<file path="src/rtl/branch_resolve_unit.sv">
// Branch resolver: keeps the {S,Z,C,V} flag register and evaluates a branch request one cycle after its handshake.
// A taken branch holds the request channel closed and raises flush for FLUSH_CYCLES cycles after the result pulse.
module branch_resolve_unit #(
    parameter int PC_W         = 16,
    parameter int DISP_W       = 12,
    parameter int FLUSH_CYCLES = 2
) (
    input  logic              clk,
    input  logic              rst_n,
    input  logic [3:0]        flag_in,
    input  logic              flag_we,
    input  logic              br_valid,
    output logic              br_ready,
    input  logic [3:0]        br_cond,
    input  logic [PC_W-1:0]   br_pc,
    input  logic [DISP_W-1:0] br_disp,
    output logic              res_valid,
    output logic              res_taken,
    output logic [PC_W-1:0]   res_pc,
    output logic              flush,
    output logic [3:0]        flags
);
    localparam int CNT_W = $clog2(FLUSH_CYCLES + 1);
    localparam logic [CNT_W-1:0] CNT_ONE  = CNT_W'(1);
    localparam logic [CNT_W-1:0] CNT_INIT = CNT_W'(FLUSH_CYCLES);
    localparam logic [PC_W-1:0]  PC_ONE   = PC_W'(1);

    typedef enum logic [1:0] {
        IDLE     = 2'd0,
        RESOLVE  = 2'd1,
        FLUSH_ST = 2'd2
    } state_t;

    state_t           state, state_nxt;
    logic [CNT_W-1:0] cnt, cnt_nxt;
    logic [3:0]       eval_flags;
    logic             cond_true;
    logic             xfer;
    logic [PC_W-1:0]  disp_ext;
    logic [PC_W-1:0]  fall_pc;
    logic [PC_W-1:0]  targ_pc;

    assign br_ready  = (state == IDLE);
    assign res_valid = (state == RESOLVE);
    assign flush     = (state == FLUSH_ST);
    assign xfer      = br_valid & br_ready;

    // A flag write in the same cycle as the handshake is seen by the condition.
    assign eval_flags = flag_we ? flag_in : flags;

    always_comb begin
        cond_true = 1'b0;
        case (br_cond)
            4'b0000: cond_true = eval_flags[2];
            4'b0001: cond_true = ~eval_flags[2];
            4'b0010: cond_true = eval_flags[3] ^ eval_flags[0];
            4'b0011: cond_true = ~(eval_flags[3] ^ eval_flags[0]);
            4'b0100: cond_true = eval_flags[2] | (eval_flags[3] ^ eval_flags[0]);
            4'b0101: cond_true = ~eval_flags[2] & ~(eval_flags[3] ^ eval_flags[0]);
            4'b0110: cond_true = eval_flags[1];
            4'b0111: cond_true = ~eval_flags[1];
            4'b1000: cond_true = eval_flags[3];
            4'b1001: cond_true = ~eval_flags[3];
            4'b1010: cond_true = eval_flags[0];
            4'b1011: cond_true = ~eval_flags[0];
            4'b1110: cond_true = 1'b1;
            default: cond_true = 1'b0;
        endcase
    end

    assign disp_ext = PC_W'($signed(br_disp));
    assign fall_pc  = br_pc + PC_ONE;
    assign targ_pc  = fall_pc + disp_ext;

    always_comb begin
        state_nxt = state;
        cnt_nxt   = cnt;
        case (state)
            IDLE: begin
                if (xfer) state_nxt = RESOLVE;
            end
            RESOLVE: begin
                if (res_taken) begin
                    state_nxt = FLUSH_ST;
                    cnt_nxt   = CNT_INIT;
                end else begin
                    state_nxt = IDLE;
                end
            end
            FLUSH_ST: begin
                cnt_nxt = cnt - CNT_ONE;
                if (cnt == CNT_ONE) state_nxt = IDLE;
            end
            default: state_nxt = IDLE;
        endcase
    end

    always_ff @(posedge clk or negedge rst_n) begin
        if (!rst_n) begin
            state     <= IDLE;
            cnt       <= '0;
            flags     <= 4'b0000;
            res_taken <= 1'b0;
            res_pc    <= '0;
        end else begin
            state <= state_nxt;
            cnt   <= cnt_nxt;
            if (flag_we) flags <= flag_in;
            if (xfer) begin
                res_taken <= cond_true;
                res_pc    <= cond_true ? targ_pc : fall_pc;
            end
        end
    end
endmodule
</file>
<file path="config.mk">
export PLATFORM = sky130hd
export DESIGN_NAME = branch_resolve_unit
export DESIGN_NICKNAME = d
export VERILOG_FILES = /design/src/rtl/branch_resolve_unit.sv
export SDC_FILE = /design/constraint.sdc
export NUM_CORES = 1
export LEC_CHECK = 0
export CAP_MARGIN = 25
export CORE_ASPECT_RATIO = 1.5
export CORE_MARGIN = 4
export CORE_UTILIZATION = 53
export DETAILED_ROUTE_END_ITERATION = 8
export GPL_TIMING_DRIVEN = 0
export PLACE_DENSITY = 0.87
export SKIP_LAST_GASP = 1
export SLEW_MARGIN = 20
export SYNTH_ARGS = -nofsm -noshare
export SYNTH_HDL_FRONTEND = slang
export SYNTH_SLANG_ARGS = --single-unit
export TNS_END_PERCENT = 100
</file>
<file path="constraint.sdc">
create_clock -name clk -period 4.4 [get_ports clk]
set_input_delay 1.1 -clock clk [delete_from_list [all_inputs] [get_ports clk]]
set_output_delay 1.1 -clock clk [all_outputs]
set_load 0.02 [all_outputs]
</file>
After elaboration in Yosys (flattened, before gate mapping)
Index checks and enable logic that the tools add are counted.

Logic and storage cells: 49. Flip-flop bits (word level): 25. Input port bits: 40. Output and inout port bits: 24.

Reductions and logical operators: 5. Equality and inequality tests: 18. Multiplexer cells: 9. Bitwise gates (word level): 9. Add/sub/neg operators: 3.

Operator list (count): $eq A4 B4 Y1 const B (5); $add A16 B1 Y16 const B (1); $add A16 B16 Y16 (1); $eq A4 B3 Y1 const B (4); $mux W16 (1); $pmux W1 S13 (1); $eq A4 B2 Y1 const B (2); $mux W2 (4); $ne A2 B1 Y1 const B (3); $pmux W2 S3 (1); $not A1 Y1 (5); $eq A2 B1 Y1 const B (2); $eq A4 B1 Y1 const B (1); $logic_not A4 Y1 (1); $mux W4 (1); $pmux W2 S2 (1); $reduce_and A2 Y1 (2); $and A1 B1 Y1 (2); $eq A2 B2 Y1 const B (1); $logic_not A2 Y1 (1); $reduce_bool A2 Y1 (1); $sub A2 B1 Y2 const B (1); $or A1 B1 Y1 (1); $xor A1 B1 Y1 (1).

Longest topological paths before layout
Depth after elaboration: 6. Gate-level depth with buffers: 13. Mapped depth without buffers: 13.

Least setup slack after synthesis
Ideal clock, no wire load.

Kind: input -> register. Start point: in br_pc[0]. End point: reg res_pc[15]. Stages on the path: 11. Required time: 4331 ps. Setup time: 69 ps. Data arrival time: 3541 ps. Buffers on the path: 0. Path slack: 791 ps. Cell sequence: ha_1 > nand2_1 > nor2_1 > nand3_1 > xnor2_1 > ha_1 > a2111oi_0 > a211o_1 > nand3_1 > or4_1 > nand3_1.

Cells in the longest elaborated chain, start to end: 3.

Ends and longest elaborated chain: from (decl) (line 15) `input logic [PC_W-1:0] br_pc,`; $add A16 B1 Y16 (*) (line 72) `assign fall_pc = br_pc + PC_ONE;`; $add A16 B16 Y16 (line 73) `assign targ_pc = fall_pc + disp_ext;`; $mux W16 (*) (line 111) `res_pc <= cond_true ? targ_pc : fall_pc;`; to (signal assigned) (line 111); to (decl) (line 19) `output logic [PC_W-1:0] res_pc,`.

Every way passes the cells marked *; elsewhere a longest branch is shown, timed or not. A chain may end at the register's enable or synchronous reset.

Worst setup path in the final report
Ends and elaborated chain as after synthesis.

==> summary.txt <==
Run status
  • Result of the run: completed

GRT
  • Global-route wire length before repair: between 9000 and 10,000 µm
  • Largest net degree at the start of global routing: 18
  • Antenna violations before repair: 0
  • Total Routing Usage GR: about a fifth
  • Number of global-route vias before repair: around 2,300
  • Total grt overflow: 0

Detailed routing
  • Iteration-0 DRC Markers: a little over 100
  • Post-DR vias/cell: 5.98
  • Met1 routed wirelength after detailed routing: between 2000 and 2500 µm
  • WL met3: approximately 250 µm
  • Routed wl met2: between 3000 and 4000 µm
  • Number of nets with antenna violations after detailed routing: 0
  • DR top layer: met4
  • # DRC: 0
  • First-pass DRT Iterations: 4
  • Wire length per cell: approximately 15 µm
  • Total wire length: 5860 µm
  • Routed via count: approximately 2,400

Worst setup path
  • Timing startpoint of the critical path: br_pc[0]
  • Type of the worst setup path: input port to register
  • Arrival @ worst endpoint: 4.38 ns
  • Largest fanout on the critical path: 6
  • Worst Reg-to-Reg Cells: 9
  • Critical Path End: res_pc[15]
  • Worst stage delay on the critical path: around 0.53 ns
  • Slowest cell on the critical path: sky130_fd_sc_hd__clkdlybuf4s50_1
  • Chain of cells forming the critical path: clkdlybuf4s50_1 > ha_1 > nand2_1 > nor2_2 > nand2_1 > xnor2_1 > ha_1 > nand4_1 > nor4_4 > nor3_2 > nand3_1 > nand3_1 > or4_1 > nand3_1
  • Number of cells on the critical path: 14
  • Count of buffer and inverter cells on the critical path: 1
  • Sort of element at the start of the critical path: input port
  • CP top delay family: simple AND/OR/NAND/NOR gates
  • Endpoint of the lowest-slack register-to-register path: res_pc[9]
  • CP most frequent cell: sky130_fd_sc_hd__nand3_1
  • Worst-case register-to-register setup slack: ~2 ns
  • Type of destination of the critical path: register
  • Critical R2R Launch: flags[3]
  • Required time worst endpoint: around 4.6 ns

STA
  • Maximum clock rate: ~240 MHz
  • Time the final worst path needs with I/O delays and setup: approximately 4.2 ns
  • Number of failing setup endpoints in the final timing report: 0
  • Final number of max-transition violations: 0
  • Hold slack: slightly below 0.5 ns
  • Post-route setup slack: 0.225 ns
  • Slew HR: 63.1%
  • Slew at the pin closest to its max-slew limit: 0.550 ns
  • Final-layout setup total negative slack: 0 ns
  • Final critical-path share of the clock period: 94.9%
  • Final hold violations: 0
  • Unrepaired setup endpoints after global routing: no
  • Final setup skew: between 0.005 and 0.006 ns

Die
  • Die Ht: around 90 µm
  • Die Span X: 62.6 µm
  • Die Area: ~5600 µm²
  • Starting utilization of the core area: a little under three fifths
  • Number of standard-cell rows in the floorplan: 29
  • Count of boundary I/O pins: 64
  • Core area: around 4300 µm²

Clock tree
  • CTS sink cnt: 25
  • Number of buffers added for setup after CTS: 0
  • Buffer cell driving the clock tree root: sky130_fd_sc_hd__clkbuf_8
  • Deepest level of the CTS H-tree: 1
  • TritonCTS clock tree: built
  • Clock Latency Late Sink: between 0.2 and 0.3 ns
  • CTS clk-pin slew, worst paths: 0.09 ns
  • Post-cts hold buffer count: 0
  • TritonCTS Buffers: 3
  • Buffer levels on the longest clock path: 2

Placed design
  • Worst setup timing slack at the placement stage: -0.324 ns
  • Port buffer count: 63
  • Final weighted congestion in routability-driven placement: 0.922
  • HPWL after DPL: around 4800 µm

Hold path
  • Class of the worst hold path: register to register

Synthesis
  • Proportion of synthesized chip area in sequential cells: about a quarter
  • Share of synthesized cell area in full adder, half adder and majority cells: a little under an eighth
  • Most frequently used cell type in the post-synthesis netlist: sky130_fd_sc_hd__nand2_1
  • Xor and xnor area share after synthesis: slightly below 9%
  • Area fraction in and, or, nand and nor cells after synthesis: approximately a fifth
  • Gate count after technology mapping: between 200 and 300
  • Number of nets produced by synthesis: 342
  • Cell types with the largest area share after synthesis: sky130_fd_sc_hd__dfrtp_1 (26%), sky130_fd_sc_hd__ha_1 (11%), sky130_fd_sc_hd__xnor2_1 (6.6%)
  • Predominant post-synthesis flop cell: sky130_fd_sc_hd__dfrtp_1
  • Synth Register Bits: 25
  • Share of the synthesized area in compound gates (AO/OA/AOI/OAI): a little over a fifth
  • Count of synthesis-stage warnings from yosys: 0
  • Average cell area after synthesis: approximately 8.5 µm²
  • Commonest cells post-synth: sky130_fd_sc_hd__nand2_1 (30), sky130_fd_sc_hd__dfrtp_1 (25), sky130_fd_sc_hd__ha_1 (21), sky130_fd_sc_hd__nor2_1 (19)
  • Dominant combinational cell family by area after synthesis: compound AO/OA/AOI/OAI gates
  • Share of the synthesized area in the top cell type: between 20% and 30%
  • Fraction of registers with async set or reset after synthesis: 100%
  • Share of synthesized area spent on multiplexers: between 6 and 7%
  • Number of distinct library cells after synthesis: between 50 and 60
  • Netlist area before placement: about 2400 µm²
  • Number of flops mapped to enable cells by yosys: 0
  • Yosys top cell by area: sky130_fd_sc_hd__dfrtp_1

Final layout
  • Count of antenna diodes in the layout: 0
  • Utilization after layout: between 70 and 80%
  • Number of fill cells in the layout: 321
  • Fraction of layout cells with a size suffix above 1: 6.32%
  • Nets: 411
  • Area growth syn-to-layout: 32.9%

Run
  • Max-capacitance violation count: 0

Power
  • Power density normalized to cell area: about 400 nW/µm²
  • Worst IR drop on VDD: 0.000177 V
  • Static leakage: approximately 0.0013 µW
layout make-up:
class	instances	area, µm²	share of cell area, %
multi-input cells	239	1690	53.7
repair buffers	64	646	20.5
flip-flops and latches	25	626	19.8
well taps	46	57.6	1.83
plain buffers	6	48.8	1.55
clock buffers	3	41.3	1.31
inverters	10	37.5	1.19
clock inverters	1	5.00	0.159
registers in the layout, indices dropped and copies added, names as in the netlist:
register,count
cnt,2
flags,4
res_pc,16
res_taken,1
state,2
placed cells by master, fill, tap and decap left out, types with 3 or more instances in the layout:
master,n
sky130_fd_sc_hd__xor2_1,6
sky130_fd_sc_hd__clkbuf_1,3
sky130_fd_sc_hd__o211ai_1,3
sky130_fd_sc_hd__a21oi_1,18
sky130_fd_sc_hd__nor2b_1,5
sky130_fd_sc_hd__nor2_2,3
sky130_fd_sc_hd__nand3_1,15
sky130_fd_sc_hd__nand3b_1,3
sky130_fd_sc_hd__nor3b_1,3
sky130_fd_sc_hd__nand4_1,6
sky130_fd_sc_hd__inv_1,10
sky130_fd_sc_hd__mux2i_1,10
sky130_fd_sc_hd__nor3_1,6
sky130_fd_sc_hd__xnor2_1,18
sky130_fd_sc_hd__o21a_1,3
sky130_fd_sc_hd__clkdlybuf4s50_1,63
sky130_fd_sc_hd__nor2_1,17
sky130_fd_sc_hd__a211oi_1,4
sky130_fd_sc_hd__o21ai_0,18
sky130_fd_sc_hd__ha_1,21
sky130_fd_sc_hd__nand2_1,30
sky130_fd_sc_hd__clkbuf_8,3
sky130_fd_sc_hd__a31oi_1,8
sky130_fd_sc_hd__a211o_1,3
sky130_fd_sc_hd__dfrtp_1,25
sky130_fd_sc_hd__mux2_4,4
per-stage QoR:
stage / total power (µW) / cell area [µm²] / cells
final: 1230 / 3150 / 394
after global routing: 1320 / 3150 / 394
after CTS: 1230 / 3120 / 394
after detailed placement: 1100 / 3080 / 390
after global placement: 1080 / 3060 / 389
after floorplan: 788 / 2370 / 280
worst min-delay path, stage by stage (launching register included):
cell and delay, ns:
sky130_fd_sc_hd__dfrtp_1 0.36, sky130_fd_sc_hd__nand2_1 0.05, sky130_fd_sc_hd__o21ai_0 0.06
metal layers:
metal | global-route usage [%] | up-vias
li1 | - | 1177
met5 | 0 | -
met3 | 2.00 | 16
met4 | 8.10 | 0
met2 | 41.1 | 68
met1 | 21.6 | 1095
timing repair:
action / in CTS / in global routing
resized for setup: 1 / 6
endpoints found under the setup margin: 1 / 2
gates cloned: 0 / 0
how the worst min path moves through the flow:
stage,slack (ns),cells past startpoint,end,start
final,0.50,2,res_pc[13],res_pc[13]
after global routing,0.53,2,res_pc[15],res_pc[15]
after CTS,0.50,2,res_pc[13],res_pc[13]
after detailed placement,0.48,2,res_pc[13],res_pc[13]
after global placement,0.46,2,res_pc[12],res_pc[12]
after floorplan,0.48,1,cnt[0],cnt[0]
power by group:
group | switching [µW] | internal, µW | total [µW]
logic | 374 | 338 | 712
registers | 65.0 | 323 | 388
clock network | 69.3 | 63.2 | 132
total | 509 | 724 | 1230
cell families (layout without fill, tap and decap cells):
kind of cell,after synthesis,count (layout)
adders and majority gates,22,22
DFF,25,25
muxes,14,14
AOI/OAI and AO/OA,79,79
xor gates and xnor gates,24,24
and+or+nand+nor,100,100
buffers and inverters,16,84
Power figures use the tool's default switching activity.
